$ cat src/rtl/cpu_pkg.sv
// Shared CPU definitions: opcode encodings, ALU-class bounds and sequencer states.
// Latency: n/a (constants and pure helper functions only).
// Backpressure: n/a.
package cpu_pkg;

    // Opcode encodings used by the issuer and the ALU sequencer
    localparam logic [4:0] OP_ADD = 5'b00011;
    localparam logic [4:0] OP_SUB = 5'b00100;
    localparam logic [4:0] OP_MUL = 5'b01111;
    localparam logic [4:0] OP_DIV = 5'b10000;
    localparam logic [4:0] OP_NOT = 5'b10010;
    localparam logic [4:0] OP_BR  = 5'b10011;

    // ALU-class opcodes occupy the contiguous range add..not
    localparam logic [4:0] ALU_FIRST = OP_ADD;
    localparam logic [4:0] ALU_LAST  = OP_NOT;

    // Width of the multi-cycle wait counter
    localparam int MD_CNT_W = 6;

    // Sequencer states
    typedef enum logic [2:0] {
        S_IDLE    = 3'd0,
        S_LD_A    = 3'd1,
        S_LD_B    = 3'd2,
        S_EXEC    = 3'd3,
        S_MD_WAIT = 3'd4,
        S_WB      = 3'd5,
        S_DONE    = 3'd6
    } state_t;

    // True when the opcode falls inside the ALU-class range
    function automatic logic is_alu_range(input logic [4:0] op);
        return (op >= ALU_FIRST) && (op <= ALU_LAST);
    endfunction

endpackage

$ cat src/rtl/alu_md_counter.sv
// Down-counter timing the multiply/divide wait; load, decrement, zero flag.
// Latency: load and decrement take effect on the next rising edge; zero is combinational from the count.
// Backpressure: none; decrement saturates at zero.
module alu_md_counter
    import cpu_pkg::*;
(
    input  logic                clk,
    input  logic                clear,
    input  logic                load,
    input  logic [MD_CNT_W-1:0] load_val,
    input  logic                dec,
    output logic                zero
);

    logic [MD_CNT_W-1:0] count;

    // Count register: load has priority over decrement, never wraps below zero
    always_ff @(posedge clk or posedge clear) begin
        if (clear) begin
            count <= '0;
        end else if (load) begin
            count <= load_val;
        end else if (dec && (count != '0)) begin
            count <= count - 1'b1;
        end
    end

    assign zero = (count == '0);

endmodule

$ cat src/rtl/alu_seq_ctrl.sv
// ALU operation sequencer: accepts an opcode and steps operand loads, execute, optional mul/div wait, writeback.
// Latency: 5 cycles accept-to-done for single-cycle ops, 5+N for mul/div (N = MUL_CYCLES/DIV_CYCLES), 1 for illegal ops.
// Backpressure: op_ready is high only in IDLE; op_valid while busy is ignored. Build macro ALU_SEQ_DIV_EN enables div.
module alu_seq_ctrl
    import cpu_pkg::*;
#(
    parameter int MUL_CYCLES = 4,
    parameter int DIV_CYCLES = 32
) (
    input  logic       clk,
    input  logic       clear,
    input  logic       op_valid,
    input  logic [4:0] opcode,
    output logic       op_ready,
    output logic [4:0] alu_op,
    output logic       a_load,
    output logic       b_load,
    output logic       z_load,
    output logic       hi_load,
    output logic       lo_load,
    output logic       busy,
    output logic       done,
    output logic       illegal
);

    // Reject out-of-range wait counts at elaboration
    if (MUL_CYCLES < 1 || MUL_CYCLES > 63) begin : g_bad_mul_cycles
        $error("MUL_CYCLES must be in 1..63");
    end
    if (DIV_CYCLES < 1 || DIV_CYCLES > 63) begin : g_bad_div_cycles
        $error("DIV_CYCLES must be in 1..63");
    end

    // Counter is loaded with N-1 so that MD_WAIT exits on the zero flag after exactly N cycles
    localparam logic [MD_CNT_W-1:0] MUL_LOAD = MD_CNT_W'(MUL_CYCLES - 1);

    state_t              state;
    state_t              state_nxt;
    logic                accept;
    logic                cnt_load;
    logic                cnt_dec;
    logic                cnt_zero;
    logic [MD_CNT_W-1:0] cnt_load_val;

    // Opcodes this build can execute; div drops out when the divider is not built
    function automatic logic op_supported(input logic [4:0] op);
`ifdef ALU_SEQ_DIV_EN
        return is_alu_range(op);
`else
        return is_alu_range(op) && (op != OP_DIV);
`endif
    endfunction

    // Opcodes that need the multi-cycle wait and hi/lo writeback
    function automatic logic op_multicycle(input logic [4:0] op);
`ifdef ALU_SEQ_DIV_EN
        return (op == OP_MUL) || (op == OP_DIV);
`else
        return (op == OP_MUL);
`endif
    endfunction

`ifdef ALU_SEQ_DIV_EN
    localparam logic [MD_CNT_W-1:0] DIV_LOAD = MD_CNT_W'(DIV_CYCLES - 1);
    assign cnt_load_val = (alu_op == OP_DIV) ? DIV_LOAD : MUL_LOAD;
`else
    assign cnt_load_val = MUL_LOAD;
`endif

    assign accept = op_valid && (state == S_IDLE);

    // State register
    always_ff @(posedge clk or posedge clear) begin
        if (clear) begin
            state <= S_IDLE;
        end else begin
            state <= state_nxt;
        end
    end

    // Opcode register: captured on acceptance and held for the whole operation
    always_ff @(posedge clk or posedge clear) begin
        if (clear) begin
            alu_op <= '0;
        end else if (accept) begin
            alu_op <= opcode;
        end
    end

    // Next-state and output decode; outputs depend only on state and the registered opcode
    always_comb begin
        state_nxt = state;
        op_ready  = 1'b0;
        a_load    = 1'b0;
        b_load    = 1'b0;
        z_load    = 1'b0;
        hi_load   = 1'b0;
        lo_load   = 1'b0;
        done      = 1'b0;
        illegal   = 1'b0;
        cnt_load  = 1'b0;
        cnt_dec   = 1'b0;
        busy      = (state != S_IDLE);
        case (state)
            S_IDLE: begin
                op_ready = 1'b1;
                if (op_valid) begin
                    state_nxt = op_supported(opcode) ? S_LD_A : S_DONE;
                end
            end
            S_LD_A: begin
                a_load    = 1'b1;
                state_nxt = S_LD_B;
            end
            S_LD_B: begin
                b_load    = 1'b1;
                cnt_load  = 1'b1;
                state_nxt = S_EXEC;
            end
            S_EXEC: begin
                state_nxt = op_multicycle(alu_op) ? S_MD_WAIT : S_WB;
            end
            S_MD_WAIT: begin
                if (cnt_zero) begin
                    state_nxt = S_WB;
                end else begin
                    cnt_dec = 1'b1;
                end
            end
            S_WB: begin
                if (op_multicycle(alu_op)) begin
                    hi_load = 1'b1;
                    lo_load = 1'b1;
                end else begin
                    z_load = 1'b1;
                end
                state_nxt = S_DONE;
            end
            S_DONE: begin
                done      = 1'b1;
                illegal   = !op_supported(alu_op);
                state_nxt = S_IDLE;
            end
            default: begin
                state_nxt = S_IDLE;
            end
        endcase
    end

    alu_md_counter u_md_counter (
        .clk      (clk),
        .clear    (clear),
        .load     (cnt_load),
        .load_val (cnt_load_val),
        .dec      (cnt_dec),
        .zero     (cnt_zero)
    );

endmodule

$ cat config.mk
export PLATFORM = sky130hd
export DESIGN_NAME = alu_seq_ctrl
export DESIGN_NICKNAME = d
export VERILOG_FILES = /design/src/rtl/cpu_pkg.sv /design/src/rtl/alu_md_counter.sv /design/src/rtl/alu_seq_ctrl.sv
export SDC_FILE = /design/constraint.sdc
export NUM_CORES = 1
export LEC_CHECK = 0
export BUFFER_PORTS_ARGS = -buffer_cell sky130_fd_sc_hd__buf_2
export CAP_MARGIN = 30
export CORE_ASPECT_RATIO = 0.9
export CORE_MARGIN = 1
export CORE_UTILIZATION = 40
export CTS_CLUSTER_SIZE = 8
export DETAILED_ROUTE_END_ITERATION = 12
export PLACE_DENSITY = 0.72
export SYNTH_ARGS = -nofsm -noshare
export SYNTH_HDL_FRONTEND = slang
export SYNTH_SLANG_ARGS = --single-unit
export TNS_END_PERCENT = 30
$ cat constraint.sdc
create_clock -name clk -period 4 [get_ports clk]
set_clock_uncertainty 0.15 [all_clocks]
set_input_delay 0.8 -clock clk [delete_from_list [all_inputs] [get_ports clk]]
set_output_delay 0.8 -clock clk [all_outputs]
set_load 0.05 [all_outputs]
==> flow_summary_export.csv, run 1 <==
group,metric,value,unit
yosys,yosysTopAreaCell,"dfrtp_1",
floorplan,io_pins,22,
routing,post_drt_wl_per_cell,14.23,um
yosys,yosys_warnings,0,
yosys,synth_xor_area_frac,0,
sta,hold_violations,0,
sta,min_period_over_period,0.6941,
floorplan,num_rows,16,
grt,grt_pass1_vias,794,
cts,insertion_delay,0.28,ns
routing,drt_wl_total,2.077,mm
placement,port_buffers,21,
yosys,ys_types,37,
cts,cts.clk_slew.worst_paths,0.09,ns
sta,fmax,360.2,MHz
power_and_ir_drop,power.density,871.8,mW/mm2
cts,h-tree-depth,1,
placement,place_congestion,0.7811,
power_and_ir_drop,leakagePower,0.0005216,uW
layout,syn_to_final_growth,14.02,%
routing,drcViolationCount,0,
routing,dr.first_iter.drc_count,34,
layout,nFillCells,222,
run_status,status,"finished, final reports clean",
yosys,synth_compound_area_frac,0.1617,
grt,track_usage,0.1930,
yosys,synth_nets,110,
yosys,syn_inst,100,
grt,grt_pass1_wl,3.512,mm
cts,numCtsBuffers,3,
layout,layout.nets,130,
floorplan,core,0.002182,mm2
cts,tritoncts,"yes",
cts,cts_setup_buffers,0,
sta,timing.final.crit_period,2.777,ns
yosys,synthSimpleGateAreaFrac,0.2480,
layout,layout.cells.most_common,"buf_2",
sta,relSlewSlack,0.6390,
sta,finalSetupTns,0,ns
yosys,synthAdderAreaFrac,0.02695,
yosys,ys.flop_type,"dfrtp_1",
yosys,synth_edf_count,0,
setup_path,start_kind,"flop",
flow_run,cap_violations,0,
floorplan,dieWidth,52.78,um
floorplan,start_util,0.4255,
setup_path,endpoint_kind,"output port",
yosys,yosysTopAreaCellShare,0.3774,
worst_hold_path,worstHoldPathType,"in2async",
setup_path,reg2reg_from,"u_md_counter.count[0]",
setup_path,worstSetupPathType,"reg2out",
placement,hpwl,1.619,mm
layout,antennaDiodeCount,0,
power_and_ir_drop,ir_drop,0.5646,mV
setup_path,crit_required,3.05,ns
routing,drtPass1Iterations,5,
setup_path,reg2reg_slack,1.93,ns
layout,drive_gt1_frac,0.3025,
routing,vias,811,
sta,fin_hold_ws,0.3955,ns
sta,drv_slew,0,
setup_path,startpoint,"state[2]",
grt,grt_max_degree,18,
layout,layout_common_cells,"buf_2, dfrtp_1, nor2_1",
sta,setup_viol,0,
yosys,yosysSeqAreaShare,0.3774,
routing,via_per_inst,5.555,
floorplan,dieArea,0.002518,mm2
setup_path,critPathMaxFanout,17,
yosys,synth_area_per_cell,9.284,um2
grt,antenna_found_initial,0,
cts,clk_path_buf_depth,2,
cts,cts_resized,0,
setup_path,crit_arrival,1.83,ns
cts,ctsRootBufferMaster,"clkbuf_4",
yosys,netlist_top_cells_area,"dfrtp_1, mux2_4, nor2_1",
yosys,synth_top_family_by_area,"simple AND/OR/NAND/NOR gates",
yosys,netlist_area,928.4,um2
grt,overflow,0,
sta,tightestPinTransition,0.5409,ns
yosys,ys_async_sr_fraction,1.000,
yosys,ys_seq_elements,14,
cts,cts_sinks,14,
yosys,synth_mux_area_frac,0.1132,
floorplan,die_height,47.71,um
routing,antenna_left,0,
sta,rsz0062_at_grt,"false",
cts,holdBufCountCts,0,
[stage by stage]
| stage | util | cell area [um2] | setup slack, ns | cells | total power (uW) |
|---|---|---|---|---|---|
| after floorplan | - | 928.4 | 0.2593 | 100 | 727.8 |
| after detailed placement | 0.4685 | 1022 | 1.532 | 142 | 821.5 |
| after global routing | 0.4851 | 1059 | 1.001 | 146 | 989.7 |
| after CTS | 0.4851 | 1059 | 1.228 | 146 | 924.1 |
| final | 0.4851 | 1059 | 1.223 | 146 | 922.8 |
| after global placement | 0.4685 | 1022 | 1.545 | 142 | 810.3 |
[synthesized netlist by cell type, drive strengths merged (3+ instances only)]
master,number
mux2i,3
buf,3
a21oi,3
nor3,4
mux2,5
nor2,11
dfrtp,14
clkbuf,3
nor3b,4
inv,6
o21ai,6
nand2,10
[area by class of cell]
type | count | area, um2 | area share
timing repair buffer | 21 | 105.1 | 0.09929
clock buffer | 4 | 36.28 | 0.03428
sequential | 14 | 350.3 | 0.3310
inverter | 6 | 22.52 | 0.02128
tap | 27 | 33.78 | 0.03191
multi-input combinational | 74 | 510.5 | 0.4823
[power by group]
part / total, uW / internal (uW) / switching, uW
Clock: 103 / 55.4 / 47.2
Sequential: 302 / 198 / 104
Combinational: 518 / 178 / 340
Total: 923 / 431 / 492
[routing by layer]
| layer | track usage | up-vias | wire length (um) |
|---|---|---|---|
| li1 | - | 395 | - |
| met3 | 0.01905 | 4 | 39 |
| met2 | 0.3266 | 14 | 980 |
| met1 | 0.2606 | 398 | 1026 |
| met5 | 0 | - | 0 |
| met4 | 0.06842 | 0 | 30 |
[state kept, by name (all words and copies together) (netlist names)]
| signal | cells |
|---|---|
| u_md_counter.count | 6 |
| alu_op | 5 |
| state | 3 |
[worst max-delay path, cell delays in order, from the launching register on]
cell and delay [ns]:
dfrtp_1 0.66, nand2b_1 0.19, nor2_1 0.16, o21ai_0 0.10
a211oi_1 0.15, buf_2 0.29
[path summary, 6_finish.rpt]
path / endpoint / depth (start not counted)
worst max-delay path: illegal / 5
worst min-delay path: state[0] / 2
worst max register to register: u_md_counter.count[1] / 6
worst min register to register: alu_op[2] / 1
max in group asynchronous: u_md_counter.count[3] / 2
min in group clk: alu_op[2] / 1
[cell families (layout without fill, tap and decap cells)]
family	count (synthesis)	in the layout
buf+inv	12	31
fa+ha+maj	2	2
compound gates	22	22
flops	14	14
simple gates	42	42
mux	8	8
(Power assumes the default switching activity.)
==> inputs of run 2 (changes only) <==
- clock period: 4 -> 2.86 ns (I/O delays scaled with it)
==> run 2 against run 1 <==
Against the previous run: combinational power is 40% higher; hold slack worse by 0.22 ns; register-to-register slack worse by 1.1 ns; count of clock-buffer cells in the layout unchanged; sequential power grew 40%; die area unchanged; sequential share of layout area is 0.39 points lower; largest cell class unchanged.
==> flow_summary_export.csv, run 2 (synthesis results as in run 1) <==
group,metric,value,unit
run_status,status,"finished, final reports clean",
routing,drtPass1Iterations,5,
layout,largest_reg_flops,6,
setup_path,start_kind,"flop",
power_and_ir_drop,ir_drop,0.6772,mV
floorplan,start_util,0.4255,
layout,antennaDiodeCount,0,
grt,grt_pass1_wl,3.132,mm
layout,top_register,"u_md_counter.count",
cts,h-tree-depth,1,
floorplan,die_height,47.71,um
power_and_ir_drop,power.density,1200,mW/mm2
power_and_ir_drop,power_frac_comb,0.563,
grt,overflow,0,
layout,final_util,0.4908,
routing,post_drt_wl_per_cell,12.90,um
grt,grt_max_degree,18,
grt,track_usage,0.1731,
setup_path,critPathSlowestCell,"dfrtp_1",
setup_path,endpoint_kind,"output port",
floorplan,num_rows,16,
setup_path,worstSetupPathType,"reg2out",
placement,place_congestion,0.7807,
layout,layout_common_cells,"buf_2, dfrtp_1, nor2_1, nand2_1, o21ai_0",
setup_path,critPathMaxFanout,17,
floorplan,io_pins,22,
sta,relSlewSlack,0.6308,
power_and_ir_drop,leakagePower,0.0005227,uW
placement,placed_area,0.001035,mm2
power_and_ir_drop,p_int,604.7,uW
cts,numCtsBuffers,3,
sta,drv_slew,0,
power_and_ir_drop,p_clk_frac,0.109,
layout,syn_to_final_growth,15.36,%
sta,tightestPinTransition,0.5532,ns
sta,timing.final.crit_period,2.529,ns
setup_path,crit_required,2.14,ns
setup_path,crit_arrival,1.81,ns
flow_run,cap_violations,0,
cts,cts_resized,0,
worst_hold_path,worstHoldPathType,"in2async",
grt,antenna_found_initial,0,
power_and_ir_drop,switching_power,680.4,uW
setup_path,path_cells,"nand2b_1 -> nor2_2 -> o21ai_0 -> a211oi_2 -> buf_2",
power_and_ir_drop,total_power,1285,uW
power_and_ir_drop,p_sw_frac,0.5294,
placement,port_buffers,21,
cts,cts_sinks,14,
sta,fmax,395.3,MHz
floorplan,core,0.002182,mm2
floorplan,dieWidth,52.78,um
routing,via_per_inst,5.281,
cts,cts_setup_buffers,0,
cts,tritoncts,"yes",
floorplan,dieArea,0.002518,mm2
routing,drt_wl_total,1.883,mm
cts,ctsRootBufferMaster,"clkbuf_4",
layout,layout.nets,130,
sta,setup_viol,0,
routing,antenna_left,0,
layout,final_area,0.001071,mm2
grt,grt_use_met2,0.2557,
cts,holdBufCountCts,0,
grt,use_met1,0.2543,
grt,top_usage_layer,"met2",
sta,hold_violations,0,
sta,min_period_over_period,0.8844,
setup_path,worstRegToRegCells,6,
cts,insertion_delay,0.28,ns
routing,dr.first_iter.drc_count,14,
grt,grt_pass1_vias,681,
layout,largestRegisters,"u_md_counter.count (6), alu_op (5), state (3)",
routing,drcViolationCount,0,
layout,layout.cells.most_common,"buf_2",
setup_path,max_stage_delay,0.66,ns
layout,drive_gt1_frac,0.3277,
cts,cts.clk_slew.worst_paths,0.09,ns
grt,grt_util_met3,0.02857,
routing,vias,771,
placement,hpwl,1.389,mm
cts,clk_path_buf_depth,2,
sta,rsz0062_at_grt,"false",
power_and_ir_drop,seqPwrFrac,0.328,
[run 2: cell types whose count changed in the layout (fill, tap and decap cells not counted)]
cell / previous run / this run
a211oi_1: 2 / 1
a211oi_2: 0 / 1
nor2_1: 11 / 10
nor2_2: 0 / 1
nor3b_1: 3 / 2
nor3b_2: 1 / 2
[run 2: path summary, 6_finish.rpt]
kind	startpoint	to	slack [ns]
max in group asynchronous	clear	u_md_counter.count[3]	2.01
worst max-delay path	state[2]	illegal	0.33
worst min register to register	u_md_counter.count[5]	u_md_counter.count[5]	0.41
min in group clk	opcode[2]	alu_op[2]	0.41
worst min-delay path	clear	alu_op[3]	0.18
worst max register to register	u_md_counter.count[0]	u_md_counter.count[1]	0.87
[run 2: routing by layer]
metal / vias up / wire length (um)
met4: 0 / 12
met2: 7 / 798
met5: - / 0
li1: 397 / -
met3: 2 / 40
met1: 365 / 1031
[run 2: power groups by stage]
stage                     Combinational [uW]  Clock, uW  Sequential (uW)
after floorplan                          552          0              477
after global placement                   724          0              420
after detailed placement                 726          0              421
after CTS                                731        148              418
after global routing                     781        160              445
final                                    724        139              422
[run 2: through the flow]
step                      hold WS, ns  setup WS, ns  setup TNS (ns)  cells
after floorplan                0.3112      -0.05372        -0.05372    100
after global placement         0.3883        0.6570               0    142
after detailed placement       0.3887        0.6550               0    142
after CTS                      0.1855        0.3235               0    146
after global routing           0.1949        0.1759               0    146
final                          0.1783        0.3306               0    146
[run 2: area by class of cell]
| class | instances | area, um2 |
|---|---|---|
| Sequential cell | 14 | 350.3 |
| Tap cell | 27 | 33.78 |
| Timing Repair Buffer | 21 | 105.1 |
| Inverter | 6 | 22.52 |
| Fill cell | 210 | 1111 |
| Clock buffer | 4 | 36.28 |
| Multi-Input combinational cell | 74 | 523.0 |
[run 2: critical path, delay by kind of cell (launching register included)]
family | cells | cell delay, ns
AND/OR/NAND/NOR | 2 | 0.33
buffers and inverters | 1 | 0.28
AO/OA/AOI/OAI | 2 | 0.24
flip-flops | 1 | 0.66
==> inputs of run 3 (changes only) <==
- ABC_AREA: not set -> 1
- PLACE_DENSITY: 0.72 -> 0.73
==> run 3 against run 2 <==
Against the previous run: count of clock-buffer cells in the layout decreased by 1; die area shrank 2.7%; clock power fell by 21%; maximum frequency grew 16%; combinational power increased by 24%; global-route usage fell by 0.32 points; critical path depth did not move; critical path type unchanged.
==> flow_summary_export.csv, run 3 <==
group,metric,value,unit
sta,setup_viol,0,
setup_path,worstSetupPathType,"reg2out",
yosys,netlist_area,902.1,um2
sta,drv_slew,0,
yosys,syn_inst,124,
sta,finalSetupTns,0,ns
layout,antennaDiodeCount,0,
layout,seq_area,350.3,um2
setup_path,crit_required,2.14,ns
setup_path,critPathSlowestCell,"dfrtp_1",
cts,holdBufCountCts,0,
layout,drive_gt1_frac,0.2721,
floorplan,die_height,47.05,um
cts,ctsRootBufferMaster,"clkbuf_4",
run_status,status,"finished, final reports clean",
sta,relSlewSlack,0.6517,
routing,drcViolationCount,0,
cts,h-tree-depth,1,
yosys,synth_area_per_cell,7.275,um2
sta,min_period_over_period,0.7643,
yosys,yosysTopAreaCell,"dfrtp_1",
grt,track_usage,0.1699,
yosys,yosys_warnings,0,
cts,numCtsBuffers,3,
routing,via_per_inst,4.767,
routing,dr.first_iter.drc_count,21,
layout,layout.nets,159,
yosys,synth_edf_count,0,
cts,cts_setup_buffers,0,
grt,grt_pass1_wl,2.898,mm
power_and_ir_drop,ir_drop,0.7569,mV
cts,insertion_delay,0.27,ns
floorplan,io_pins,22,
yosys,ys_async_sr_fraction,1.000,
layout,top_register,"u_md_counter.count",
setup_path,start_kind,"flop",
sta,fin_hold_ws,0.1683,ns
floorplan,start_util,0.4451,
routing,drtPass1Iterations,4,
sta,hold_violations,0,
floorplan,core,0.002027,mm2
setup_path,endpoint_kind,"output port",
floorplan,num_rows,15,
grt,grt_pass1_vias,661,
cts,clk_path_buf_depth,2,
sta,rsz0062_at_grt,"false",
yosys,yosysSeqAreaShare,0.3883,
layout,nFillCells,210,
yosys,ys_types,24,
setup_path,path_cells,"nand2_1 -> nor2_1 -> nand2_1 -> nor3b_1 -> buf_2",
placement,hpwl,1.382,mm
yosys,yosysTopAreaCellShare,0.3883,
placement,place_congestion,0.7591,
layout,layout_common_cells,"nand2_1, buf_2, inv_1",
setup_path,crit_arrival,1.46,ns
sta,timing.final.crit_period,2.186,ns
grt,overflow,0,
sta,tightestPinTransition,0.5218,ns
cts,tritoncts,"yes",
routing,post_drt_wl_per_cell,10.26,um
routing,drt_wl_total,1.764,mm
flow_run,cap_violations,0,
floorplan,dieWidth,52.06,um
layout,largest_reg_flops,6,
setup_path,critPathMaxFanout,4,
power_and_ir_drop,power.density,1318,mW/mm2
yosys,synth_common_cells,"nand2_1, inv_1, dfrtp_1",
power_and_ir_drop,leakagePower,0.0006218,uW
floorplan,dieArea,0.002449,mm2
layout,layout.cells.most_common,"nand2_1",
setup_path,path_common_cell,"nand2_1",
routing,vias,820,
sta,fmax,457.5,MHz
cts,cts.clk_slew.worst_paths,0.08,ns
grt,antenna_found_initial,0,
yosys,ys.flop_type,"dfrtp_1",
cts,cts_resized,0,
layout,syn_to_final_growth,17.34,%
yosys,netlist_top_cells_area,"dfrtp_1, nand2_1, nand3_1",
yosys,ys_seq_elements,14,
yosys,yosysMostFrequentCell,"nand2_1",
placement,port_buffers,21,
cts,cts_sinks,14,
yosys,synth_nets,134,
layout,largestRegisters,"u_md_counter.count (6), alu_op (5), state (3)",
worst_hold_path,worstHoldPathType,"in2async",
setup_path,max_stage_delay,0.41,ns
power_and_ir_drop,total_power,1395,uW
routing,antenna_left,0,
grt,grt_max_degree,15,
layout,multiInputGateArea,471.7,um2
## run 3: cell families (layout without fill, tap and decap cells)
group,count (synthesis),count (layout),share of synthesized area
AND/OR/NAND/NOR,70,70,0.3773
buffers and inverters,20,43,0.09430
AO/OA/AOI/OAI,17,17,0.1026
flip-flops,14,14,0.3884
adder cells (fa/ha/maj),2,2,0.02773
XOR/XNOR,1,1,0.009711
## run 3: power breakdown
| group | switching, uW | total [uW] | internal (uW) |
|---|---|---|---|
| combinational | 648 | 900 | 252 |
| sequential | 94.0 | 386 | 292 |
| clock | 61.5 | 110 | 48.7 |
## run 3: final timing paths
check / start / to / slack, ns / cells after the start
max: alu_op[1] / z_load / 0.67 / 5
min: clear / alu_op[4] / 0.17 / 2
max reg2reg: u_md_counter.count[0] / u_md_counter.count[0] / 1.40 / 7
min reg2reg: alu_op[0] / alu_op[0] / 0.36 / 2
max in group asynchronous: clear / state[0] / 2.04 / 2
min in group clk: alu_op[0] / alu_op[0] / 0.36 / 2
## run 3: per-layer routing
metal  up-vias  track usage  wire length (um)
met5         -            0                 0
li1        437            -                 -
met1       363       0.2490               913
met4         0      0.09730                21
met3         2      0.02913                76
met2        18       0.2359               753
## run 3: final cells by class
type,instances,share of cell area
clock buffer,3,0.02128
timing repair buffer,21,0.09929
sequential,14,0.3310
tap,25,0.02955
multi-input combinational,90,0.4456
inverter,19,0.07329
## run 3: stage by stage
stage	utilization	worst slack, ns	cell area [um2]	instances
final	0.5222	0.6740	1059	172
after global routing	0.5222	0.5415	1059	172
after CTS	0.5222	0.6422	1059	172
after detailed placement	0.5111	0.9609	1036	169
after global placement	0.5111	1.024	1036	169
after floorplan	-	0.06636	907.1	124
## run 3: worst max-delay path, delay by kind of cell (launching register included)
kind	cells	cell delay, ns
flip-flops	1	0.41
AND/OR/NAND/NOR	4	0.48
buffers and inverters	1	0.29
